===== src/rtl/rsc_pkg.sv =====
// Shared definitions for the LTE constituent RSC encoder: FSM states,
// generator polynomials (bit i = coefficient of D^i) and trellis tail length.
package rsc_pkg;

  typedef enum logic [1:0] {
    IDLE = 2'd0,
    DATA = 2'd1,
    TERM = 2'd2
  } rsc_state_e;

  // g0 = 1 + D^2 + D^3 (feedback), g1 = 1 + D + D^3 (parity)
  localparam logic [3:0] G0_FB  = 4'b1101;
  localparam logic [3:0] G1_PAR = 4'b1011;

  localparam int TAIL_LEN = 3;

endpackage


===== src/rtl/rsc_trellis_step.sv =====
// One combinational step of the RSC trellis. r_in/r_next pack {r3, r2, r1};
// tail_mode drives u from the feedback so the register flushes towards zero.
module rsc_trellis_step
  import rsc_pkg::*;
(
  input  logic       tail_mode,
  input  logic       u_in,
  input  logic [2:0] r_in,
  output logic       x_out,
  output logic       z_out,
  output logic [2:0] r_next
);

  logic fb;
  logic u;
  logic a;

  always_comb begin
    fb     = ^(r_in & G0_FB[3:1]);
    u      = tail_mode ? fb : u_in;
    a      = u ^ fb;
    x_out  = u;
    z_out  = (a & G1_PAR[0]) ^ (^(r_in & G1_PAR[3:1]));
    r_next = {r_in[1:0], a};
  end

endmodule


===== src/rtl/lte_rsc_encoder.sv =====
// LTE constituent RSC encoder with ready/valid handshake and registered outputs.
// Define RSC_TERMINATION_EN to append the 3 trellis-termination pairs per frame.
module lte_rsc_encoder
  import rsc_pkg::*;
#(
  parameter int FL = 40
) (
  input  logic Clock,
  input  logic Reset,
  input  logic in_valid,
  input  logic in_bit,
  output logic in_ready,
  output logic out_valid,
  input  logic out_ready,
  output logic x_out,
  output logic z_out,
  output logic out_tail,
  output logic out_last
);

  localparam int CW = $clog2(FL + 1);

  rsc_state_e    state_q, state_d;
  logic [2:0]    r_q, r_d;
  logic [CW-1:0] cnt_q, cnt_d;
  logic [1:0]    tail_cnt_q, tail_cnt_d;
  logic          out_valid_q, out_valid_d;
  logic          x_q, x_d;
  logic          z_q, z_d;
  logic          tail_q, tail_d;
  logic          last_q, last_d;

  logic          out_free;
  logic          accept;
  logic          tail_mode;
  logic [2:0]    step_r_in;
  logic [2:0]    step_r_next;
  logic          step_x;
  logic          step_z;
  logic [CW-1:0] cnt_cur;
  logic          final_bit;

  assign out_free  = !out_valid_q || out_ready;
  assign in_ready  = !Reset && (state_q == IDLE || state_q == DATA) && out_free;
  assign accept    = in_valid && in_ready;
  assign tail_mode = (state_q == TERM);

  // A frame always starts from the zero state, even if the last one was not flushed
  assign step_r_in = (state_q == IDLE) ? 3'b000 : r_q;
  assign cnt_cur   = (state_q == IDLE) ? '0 : cnt_q;
  assign final_bit = ((cnt_cur + CW'(1)) == CW'(FL));

  rsc_trellis_step u_step (
    .tail_mode (tail_mode),
    .u_in      (in_bit),
    .r_in      (step_r_in),
    .x_out     (step_x),
    .z_out     (step_z),
    .r_next    (step_r_next)
  );

  always_comb begin
    state_d     = state_q;
    r_d         = r_q;
    cnt_d       = cnt_q;
    tail_cnt_d  = tail_cnt_q;
    out_valid_d = out_valid_q;
    x_d         = x_q;
    z_d         = z_q;
    tail_d      = tail_q;
    last_d      = last_q;

    if (out_free) out_valid_d = 1'b0;

    case (state_q)
      IDLE, DATA: begin
        if (accept) begin
          out_valid_d = 1'b1;
          x_d         = step_x;
          z_d         = step_z;
          tail_d      = 1'b0;
          last_d      = 1'b0;
          r_d         = step_r_next;
          cnt_d       = cnt_cur + CW'(1);
          state_d     = DATA;
          if (final_bit) begin
`ifdef RSC_TERMINATION_EN
            state_d    = TERM;
            tail_cnt_d = '0;
`else
            state_d = IDLE;
            cnt_d   = '0;
            last_d  = 1'b1;
`endif
          end
        end
      end
      TERM: begin
        if (out_free) begin
          out_valid_d = 1'b1;
          x_d         = step_x;
          z_d         = step_z;
          tail_d      = 1'b1;
          last_d      = (tail_cnt_q == 2'(TAIL_LEN - 1));
          r_d         = step_r_next;
          tail_cnt_d  = tail_cnt_q + 2'd1;
          if (tail_cnt_q == 2'(TAIL_LEN - 1)) begin
            state_d    = IDLE;
            cnt_d      = '0;
            tail_cnt_d = '0;
          end
        end
      end
      default: state_d = IDLE;
    endcase
  end

  always_ff @(posedge Clock) begin
    if (Reset) begin
      state_q     <= IDLE;
      r_q         <= '0;
      cnt_q       <= '0;
      tail_cnt_q  <= '0;
      out_valid_q <= 1'b0;
      x_q         <= 1'b0;
      z_q         <= 1'b0;
      tail_q      <= 1'b0;
      last_q      <= 1'b0;
    end else begin
      state_q     <= state_d;
      r_q         <= r_d;
      cnt_q       <= cnt_d;
      tail_cnt_q  <= tail_cnt_d;
      out_valid_q <= out_valid_d;
      x_q         <= x_d;
      z_q         <= z_d;
      tail_q      <= tail_d;
      last_q      <= last_d;
    end
  end

  assign out_valid = out_valid_q;
  assign x_out     = x_q;
  assign z_out     = z_q;
  assign out_tail  = tail_q;
  assign out_last  = last_q;

endmodule

===== config.mk =====
export PLATFORM = sky130hd
export DESIGN_NAME = lte_rsc_encoder
export DESIGN_NICKNAME = d
export VERILOG_FILES = /design/src/rtl/rsc_pkg.sv /design/src/rtl/rsc_trellis_step.sv /design/src/rtl/lte_rsc_encoder.sv
export SDC_FILE = /design/constraint.sdc
export NUM_CORES = 1
export LEC_CHECK = 0
export CELL_PAD_IN_SITES_DETAIL_PLACEMENT = 1
export CELL_PAD_IN_SITES_GLOBAL_PLACEMENT = 2
export CORE_MARGIN = 3
export CORE_UTILIZATION = 28
export DETAILED_ROUTE_END_ITERATION = 8
export GPL_ROUTABILITY_DRIVEN = 0
export PLACE_DENSITY_LB_ADDON = 0.1
export REMOVE_ABC_BUFFERS = 1
export SYNTH_ARGS = -nofsm -noshare
export SYNTH_HDL_FRONTEND = slang
export SYNTH_SLANG_ARGS = --single-unit

===== constraint.sdc =====
create_clock -name Clock -period 1.99 [get_ports Clock]
set_clock_uncertainty 0.2 [all_clocks]
set_input_delay 0.398 -clock Clock [delete_from_list [all_inputs] [get_ports Clock]]
set_output_delay 0.398 -clock Clock [all_outputs]
set_load 0.01 [all_outputs]

==> results of run 1 <==
## cell usage after synthesis
library cell	n
or2b_1	1
nand4_1	1
or2b_2	1
o211ai_2	1
nor2_1	6
and4_4	1
o22ai_1	1
o32ai_1	2
clkbuf_8	1
o21ai_0	2
o31ai_1	1
nand3_1	5
a21oi_1	3
inv_1	1
nand2b_1	2
a311oi_2	1
ha_1	1
nor4_1	1
buf_4	2
nand2_1	11
nor2b_1	1
xnor2_1	1
and2_2	1
and2_1	1
dfxtp_1	14
buf_2	1
buf_6	2
a22o_1	1
a31oi_1	1
a32o_1	1
o2111a_1	1
xor2_1	5
conb_1	1
a211oi_1	1
nand3b_1	4
and3b_1	1
a21boi_1	1
and2b_2	1
a21oi_2	1
o2bb2ai_1	1
or3_1	1
## final timing paths
kind / cells after the start / to / startpoint / slack [ps]
max: 4 / in_ready / out_ready / 80
min: 2 / r_q[2] / r_q[2] / 270
max reg2reg: 7 / cnt_q[3] / cnt_q[1] / 130
min reg2reg: 2 / r_q[2] / r_q[2] / 270
## sequential cells by signal, indices dropped and copies added, names as in the netlist
| name | count |
|---|---|
| cnt_q | 6 |
| r_q | 3 |
| out_last | 1 |
| out_valid | 1 |
| state_q | 1 |
| x_out | 1 |
| z_out | 1 |
## area by class of cell
cell class | count | area [um^2] | area share
clock buffers | 4 | 36.3 | 0.0370
inverters | 1 | 3.75 | 0.00383
flip-flops and latches | 14 | 280 | 0.286
well taps | 30 | 37.5 | 0.0383
multi-input cells | 66 | 437 | 0.445
repair buffers | 22 | 186 | 0.190
## cell families after synthesis
group	Yosys count
compound gates	19
xor+xnor	6
fa+ha+maj	1
simple gates	39
other cells	1
flops	14
buf+inv	7
## layer usage
layer | routed length [um] | up-vias | GRT usage | share of wire
met1 | 968 | 327 | 0.167 | 0.53
met2 | 776 | 9 | 0.190 | 0.43
li1 | - | 348 | - | -
met4 | 21 | 0 | 0.0291 | 0.012
met5 | 0 | - | 0 | 0
met3 | 46 | 2 | 0.0329 | 0.025
## worst max-delay path, cell delays in order
cell	delay (ps)
clkdlybuf4s50_1	420
nor2b_1	160
nor2_1	60
dlygate4sd2_1	280
## power by group
group | total, mW | internal [mW] | leakage, nW | switching, mW
sequential | 0.297 | 0.290 | 0.114 | 0.00673
clock | 0.208 | 0.111 | 0.0210 | 0.0970
combinational | 0.0868 | 0.0454 | 0.241 | 0.0414
## metrics by stage
| stage | power [mW] | cells | instance area, um^2 |
|---|---|---|---|
| 6_report | 0.592 | 137 | 981 |
| 5_1_grt | 0.631 | 137 | 981 |
| 4_1_cts | 0.604 | 137 | 981 |
| 3_5_place_dp | 0.392 | 133 | 946 |
| 3_3_place_gp | 0.390 | 133 | 946 |
| 2_1_floorplan | 0.337 | 81 | 721 |
==> results.toml, run 1 <==
[run_status]
outcome = "finished, final reports clean"

[yosys]
yosysUniqueCellTypes = 41
synth_top_area_frac = 0.361
synth_seq_cells = 14
synth_area_leaders = "dfxtp_1 36%, xor2_1 5.6%, nand2_1 5.3%"
synth_mux_area_frac = 0
synthXorXnorAreaFrac = 0.0676
synthSimpleGateAreaFrac = 0.277
syn_inst = 87
synth_area_per_cell_um2 = 8.93
ys_seq_area_frac = 0.361
synth_top_family_by_area = "simple AND/OR/NAND/NOR gates"
yosys_warnings = 0
synth_compound_area_frac = 0.196
synth_fa_ha_area_frac = 0.0161
yosysTopAreaCell = "dfxtp_1"
synthesis.area_um2 = 777

[setup_path]
required_ps = 1390
arrival_ps = 1310
critPathKind = "primary input to output port"
start_kind = "primary input"
cp_max_fo = 2
end_kind = "output port"

[routing]
drc = 0
drt_wl_total_um = 1810
dr_total_vias = 686
postRouteAntennaNets = 0
wl_per_cell_um = 13.2
vias_per_cell = 5.01
dr.pass1.iters = 4
drt-initial-drc-count = 12

[die]
ios = 11
num_rows = 18
start_util = 0.303
fp.dieW_um = 58.7
die_h_um = 58.7
design.core.area_mm2 = 0.00257
die_area_mm2 = 0.00344

[global_routing]
grt_pass1_vias = 687
grt_max_degree = 12
track_usage = 0.122
grt-ovfl-total = 0
antenna_found_initial = 0
grt_first_pass_wirelength_um = 3220

[clocking]
htree_levels = 1
cts_setup_buffers = 0
clk_pin_slew_ps = 90
clk_latency_ps = 280
root_buffer = "clkbuf_4"
cts_tree = "yes"
numCtsBuffers = 3
cts_hold_buf = 0
cts_resized = 1
cts_sinks = 14
cts.path.max_buffers = 2

[layout]
utilization = 0.382
fillers = 329
areaGrowthSynthToFinish_pct = 26.2
insertedDiodeCount = 0
fin_nets = 114
drive_gt1_frac = 0.224
most-common-layout-cells = "14 x dfxtp_1, 13 x buf_4, 11 x nand2_1"
final_common_cell = "dfxtp_1"

[place]
portBuffers = 9
place.detailed.hpwl_um = 1370
pre_cts_slack_ps = -175

[sta]
hold_violations = 0
min_period_ps = 1910
holdWs_ps = 274
tns_ps = 0
max_freq_ghz = 0.523
slew_viol_final = 0
rsz0062_at_grt = "false"
finalCritPeriodShare = 0.960
layout_setup_ws_ps = 79.1
setup_viol = 0

[worst_hold_path]
hp-class = "flip-flop to flip-flop"

[pwr]
cellLeakagePower_nw = 0.376
ir_drop_mv = 0.371
power_density_mw_per_mm2 = 603

[flow_run]
max_cap_viol_count = 0
(Power assumes the default switching activity.)
==> run 2, diff against run 1 <==
--- a/config.mk
+++ b/config.mk
@@ -8,11 +8,13 @@
 export CELL_PAD_IN_SITES_DETAIL_PLACEMENT = 1
 export CELL_PAD_IN_SITES_GLOBAL_PLACEMENT = 2
 export CORE_MARGIN = 3
-export CORE_UTILIZATION = 28
+export CORE_UTILIZATION = 27
 export DETAILED_ROUTE_END_ITERATION = 8
 export GPL_ROUTABILITY_DRIVEN = 0
 export PLACE_DENSITY_LB_ADDON = 0.1
 export REMOVE_ABC_BUFFERS = 1
+export SLEW_MARGIN = 20
 export SYNTH_ARGS = -nofsm -noshare
 export SYNTH_HDL_FRONTEND = slang
+export SYNTH_HIERARCHICAL = 1
 export SYNTH_SLANG_ARGS = --single-unit
==> run 2 against run 1 <==
  * Core utilization is 2.1 points lower
  * Global-route usage is 1.1 points higher
  * Maximum frequency is 1.9% higher
  * Die area is 6.2% higher
  * Final cell count is 9.5% higher
  * Largest cell class unchanged
  * Clock power is 2% higher
  * Combinational power is 3.5% lower
==> results.toml, run 2 <==
[clocking]
numCtsBuffers = 3
cts.path.max_buffers = 2
clk_latency_ps = 280
htree_levels = 1
cts_sinks = 14
cts_tree = "yes"
clk_pin_slew_ps = 90
cts_hold_buf = 0
root_buffer = "clkbuf_4"

[routing]
postRouteAntennaNets = 0
wl_per_cell_um = 13.1
drt_wl_total_um = 1970
drc = 0
drt-initial-drc-count = 23
dr.pass1.iters = 3
dr_total_vias = 720
vias_per_cell = 4.80

[pwr]
p_sw_mw = 0.150
power_frac_seq = 0.497
pwr-share-comb = 0.142
p_int_mw = 0.440
switching_share = 0.254
ir_drop_mv = 0.383
cellLeakagePower_nw = 0.367
power_density_mw_per_mm2 = 588
power.share.clock = 0.361
p_total_mw = 0.590

[setup_path]
start_kind = "primary input"
arrival_ps = 1280
crit_start = "out_ready"
reg2reg_from = "cnt_q[0]"
critPathKind = "primary input to output port"
cp_max_fo = 2
r2r-end = "state_q[0]"
end_kind = "output port"
r2r_cells = 5
r2r_slack_ps = 330
required_ps = 1390

[layout]
stdcell_area_mm2 = 0.00100
multiInputGateArea_um2 = 495
insertedDiodeCount = 0
areaGrowthSynthToFinish_pct = 25.3
final_common_cell = "dfxtp_1"
most-common-layout-cells = "14 x dfxtp_1, 13 x nand2_1, 9 x nand2b_1, 9 x o21ai_0, 9 x buf_4"
drive_gt1_frac = 0.168
seq_area_um2 = 280
largest_register_ffs = 6
fillers = 352
reg_top3 = "cnt_q: 6 flops, r_q: 3 flops"
top_register = "cnt_q"
fin_nets = 126

[die]
die_area_mm2 = 0.00366
ios = 11
start_util = 0.288
fp.dieW_um = 60.5
die_h_um = 60.5
num_rows = 19
design.core.area_mm2 = 0.00278

[yosys]
yosysMostFrequentCell = "dfxtp_1"
synth_seq_cells = 14
synth_area_per_cell_um2 = 8.09
ys.flop_type = "dfxtp_1"
synthesis.area_um2 = 801
synth_top_area_frac = 0.350
yosysTopAreaCell = "dfxtp_1"
synth_area_leaders = "dfxtp_1 35%, nand2b_1 7.0%, nand2_1 6.1%"
ys_top_cells_by_count = "14 x dfxtp_1, 13 x nand2_1, 9 x nand2b_1, 9 x o21ai_0, 7 x nor2_1"
synth_edf_count = 0
ys_async_sr_fraction = 0
ys_seq_area_frac = 0.350
yosysUniqueCellTypes = 37
syn_inst = 99
yosys_warnings = 6

[sta]
tns_ps = 0
holdWs_ps = 282
min_period_ps = 1870
max_freq_ghz = 0.533
setup_viol = 0
finalCritPeriodShare = 0.942
hold_violations = 0
rsz0062_at_grt = "false"
slew_viol_final = 0

[worst_hold_path]
whs_path_depth = 2
min_to = "z_out"
hp-class = "flip-flop to flip-flop"
hold_start = "z_out"

[global_routing]
track_usage = 0.133
grt_max_degree = 13
grt-ovfl-total = 0
grt_first_pass_wirelength_um = 3570
grt_pass1_vias = 776
antenna_found_initial = 0

[flow_run]
max_cap_viol_count = 0

[place]
portBuffers = 9
place.detailed.hpwl_um = 1550
placed_area_um2 = 972

[run_status]
outcome = "finished, final reports clean"
## run 2: how the worst max path moves through the flow
stage	slack, ps	end
CTS	10	in_ready
global placement	-270	in_ready
finish	120	in_ready
floorplan	350	cnt_q[5]
global route	30	in_ready
detailed placement	-290	in_ready
## run 2: per-layer routing
layer / wire [um] / GRT usage / up-vias / part of all wire
met5: 0 / 0 / - / 0
met4: 20 / 0.0650 / 0 / 0.010
met1: 1000 / 0.169 / 333 / 0.51
met3: 51 / 0.0255 / 2 / 0.026
met2: 895 / 0.216 / 9 / 0.45
li1: - / - / 376 / -
## run 2: cells by family after synthesis
logic type / after synthesis / share of synthesized area
AO/OA/AOI/OAI: 24 / 0.205
flip-flops: 14 / 0.350
buffers and inverters: 7 / 0.0547
AND/OR/NAND/NOR: 48 / 0.323
multiplexers: 1 / 0.0141
other: 1 / 0.00468
XOR/XNOR: 3 / 0.0328
adder cells (fa/ha/maj): 1 / 0.0156
## run 2: through the flow
stage | utilization | instances | worst slack, ps
2_1_floorplan | - | 97 | 350
3_3_place_gp | 0.350 | 146 | -270
3_5_place_dp | 0.350 | 146 | -289
4_1_cts | 0.363 | 150 | 11.1
5_1_grt | 0.361 | 150 | 33.0
6_report | 0.361 | 150 | 115
## run 2: power groups by stage
stage                     Combinational (mW)  Clock [mW]  Sequential [mW]
after floorplan                       0.0341           0            0.302
after global placement                0.0851           0            0.300
after CTS                             0.0871       0.220            0.294
final                                 0.0838       0.213            0.293
after global routing                  0.0941       0.237            0.295
after detailed placement              0.0869           0            0.300
## run 2: repair_timing
item                       in CTS  in global routing
buffers inserted                0                  0
resized for setup               3                  1
setup endpoints to repair       1                  1
## run 2: area by class of cell
class | instances | area share
Timing Repair Buffer | 18 | 0.152
Clock buffer | 4 | 0.0362
Tap cell | 31 | 0.0387
Multi-Input combinational cell | 83 | 0.494
Sequential cell | 14 | 0.279
## run 2: critical path, stage by stage
cell and delay [ps]:
clkdlybuf4s50_1 470, and2b_1 190, nor2_1 90, buf_2 130
==> run 3, diff against run 2 <==
--- a/config.mk
+++ b/config.mk
@@ -5,10 +5,11 @@
 export SDC_FILE = /design/constraint.sdc
 export NUM_CORES = 1
 export LEC_CHECK = 0
+export ABC_AREA = 1
 export CELL_PAD_IN_SITES_DETAIL_PLACEMENT = 1
 export CELL_PAD_IN_SITES_GLOBAL_PLACEMENT = 2
 export CORE_MARGIN = 3
-export CORE_UTILIZATION = 27
+export CORE_UTILIZATION = 26
 export DETAILED_ROUTE_END_ITERATION = 8
 export GPL_ROUTABILITY_DRIVEN = 0
 export PLACE_DENSITY_LB_ADDON = 0.1
==> run 3 against run 2 <==
  * Wire length down 0.46%
  * Synthesized cell count is 22% higher
  * First-iteration DRC count grew 13%
  * Sequential power rose by 1%
  * Worst hold slack got worse by 10 ps
  * Register-to-register slack worse by 160 ps
  * Flip-flop and latch count unchanged
  * Setup slack got worse by 44 ps
  * Maximum frequency is 2.3% lower
  * Die area is 6.4% higher
  * Critical path type unchanged
  * Highest routed layer unchanged
==> results.toml, run 3 <==
[yosys]
synth_mux_area_frac = 0
synth_area_per_cell_um2 = 6.82
synth_edf_count = 0
synth_top_area_frac = 0.339
ys_top_cells_by_count = "37 x nand2_1, 15 x inv_1, 14 x dfxtp_1, 14 x nand3_1, 7 x a21oi_1"
yosysUniqueCellTypes = 27
synthSimpleGateAreaFrac = 0.377
synth_compound_area_frac = 0.109
synth_top_family_by_area = "simple AND/OR/NAND/NOR gates"
ys_async_sr_fraction = 0
synth_seq_cells = 14
ys.flop_type = "dfxtp_1"
synth_area_leaders = "dfxtp_1 34%, nand2_1 17%, nand3_1 8.5%"
yosys_warnings = 6
yosysMostFrequentCell = "nand2_1"
synth_fa_ha_area_frac = 0.0152
yosysTopAreaCell = "dfxtp_1"
syn_inst = 121
ys_seq_area_frac = 0.339
synthXorXnorAreaFrac = 0.0106
synthesis.area_um2 = 826

[die]
die_h_um = 62.4
die_area_mm2 = 0.00389
design.core.area_mm2 = 0.00290
start_util = 0.285
ios = 11
num_rows = 19
fp.dieW_um = 62.4

[setup_path]
crit_start = "out_ready"
r2r_slack_ps = 170
start_kind = "primary input"
end_kind = "output port"
arrival_ps = 1320
required_ps = 1390
r2r_cells = 11
cp_max_fo = 2
reg2reg_from = "state_q[0]"
crit_end = "in_ready"
critPathKind = "primary input to output port"
r2r-end = "out_last"

[clocking]
cts.path.max_buffers = 2
numCtsBuffers = 3
cts_sinks = 14
htree_levels = 1
cts_hold_buf = 0
cts_tree = "yes"
clk_latency_ps = 280
root_buffer = "clkbuf_4"
clk_pin_slew_ps = 90

[pwr]
p_int_mw = 0.397
power_density_mw_per_mm2 = 551
switching_share = 0.264
power.share.clock = 0.306
p_sw_mw = 0.143
cellLeakagePower_nw = 0.474
power_frac_seq = 0.551
pwr-share-comb = 0.144
ir_drop_mv = 0.179

[layout]
fin_nets = 140
top_register = "cnt_q"
insertedDiodeCount = 0
utilization = 0.338
largest_register_ffs = 6
reg_top3 = "cnt_q: 6 flops, r_q: 3 flops"
most-common-layout-cells = "37 x nand2_1, 15 x inv_1, 14 x nand3_1, 14 x dfxtp_1, 8 x clkdlybuf4s50_1"
areaGrowthSynthToFinish_pct = 18.6
final_common_cell = "nand2_1"
drive_gt1_frac = 0.182

[routing]
postRouteAntennaNets = 0
drt_wl_total_um = 1960
highest_layer = "met4"
drc = 0
dr_total_vias = 761
wl_met3_um = 62
drt-met1-wl_um = 999
wl_per_cell_um = 11.3
wl_met2_um = 883
dr.pass1.iters = 3
vias_per_cell = 4.37
drt-initial-drc-count = 26

[sta]
rsz0062_at_grt = "false"
finalCritPeriodShare = 0.964
tns_ps = 0
min_period_ps = 1920
setup_viol = 0
holdWs_ps = 271
hold_violations = 0
max_freq_ghz = 0.521
slew_viol_final = 0

[worst_hold_path]
hp-class = "flip-flop to flip-flop"
hold_start = "r_q[2]"

[flow_run]
max_cap_viol_count = 0

[global_routing]
grt_pass1_vias = 840
grt_max_degree = 14
grt_first_pass_wirelength_um = 3570
grt-ovfl-total = 0
track_usage = 0.113
antenna_found_initial = 0

[place]
portBuffers = 9
place.detailed.hpwl_um = 1490

[run_status]
outcome = "finished, final reports clean"
## run 3: changes by cell type after synthesis, moves of 4 or more
cell,previous run,this run
and2_1,5,1
inv_1,0,15
nand2_1,13,37
nand2_2,0,5
nand2b_1,9,0
nand3_1,2,14
nor2_1,7,2
o21ai_0,9,1
## run 3: worst min-delay path by stage
| stage | end | slack, ps | cells after the start |
|---|---|---|---|
| 2_1_floorplan | cnt_q[0] | 240 | 2 |
| 3_3_place_gp | r_q[1] | 250 | 2 |
| 3_5_place_dp | r_q[1] | 260 | 2 |
| 4_1_cts | r_q[1] | 280 | 2 |
| 5_1_grt | r_q[2] | 300 | 2 |
| 6_report | r_q[2] | 270 | 2 |
## run 3: area by class of cell
| class | instances | area, um^2 |
|---|---|---|
| clock buffers | 3 | 22.5 |
| fillers | 391 | 1920 |
| inverters | 16 | 60.1 |
| multi-input cells | 84 | 430 |
| flip-flops and latches | 14 | 280 |
| well taps | 42 | 52.6 |
| repair buffers | 15 | 134 |
## run 3: cells by family (layout without fill, tap and decap cells)
| group | Yosys count | in the layout |
|---|---|---|
| buffers and inverters | 24 | 34 |
| DFF | 14 | 14 |
| other | 1 | 2 |
| adders and majority gates | 1 | 1 |
| and+or+nand+nor | 66 | 66 |
| xor gates and xnor gates | 1 | 1 |
| AOI/OAI and AO/OA | 14 | 14 |
## run 3: power groups by stage
stage	clock, mW	sequential (mW)	combinational (mW)
after CTS	0.180	0.298	0.0793
after global placement	0	0.304	0.0782
final	0.165	0.297	0.0776
after floorplan	0	0.307	0.0323
after global routing	0.194	0.299	0.0874
after detailed placement	0	0.304	0.0798
## run 3: per-stage QoR
| stage | instances | total power, mW | area (um^2) | setup WS, ps |
|---|---|---|---|---|
| after detailed placement | 171 | 0.384 | 958 | -204 |
| after global placement | 171 | 0.382 | 958 | -182 |
| final | 174 | 0.540 | 980 | 70.8 |
| after CTS | 174 | 0.557 | 980 | 61.1 |
| after global routing | 174 | 0.581 | 980 | 6.87 |
| after floorplan | 114 | 0.339 | 771 | 184 |
## run 3: what timing repair did
action                     4_1_cts  5_1_grt
setup endpoints to repair        1        0
gates resized for setup          1        0
setup buffers                    0        0
## run 3: worst max-delay path, stage by stage
cell	delay, ps
clkdlybuf4s50_1	450
inv_1	50
a21oi_2	130
dlygate4sd2_1	280
## run 3: layer usage
metal	up-vias	GRT usage
met5	-	0
met4	0	0.0496
met3	2	0.0306
met2	10	0.185
met1	351	0.139
li1	398	-
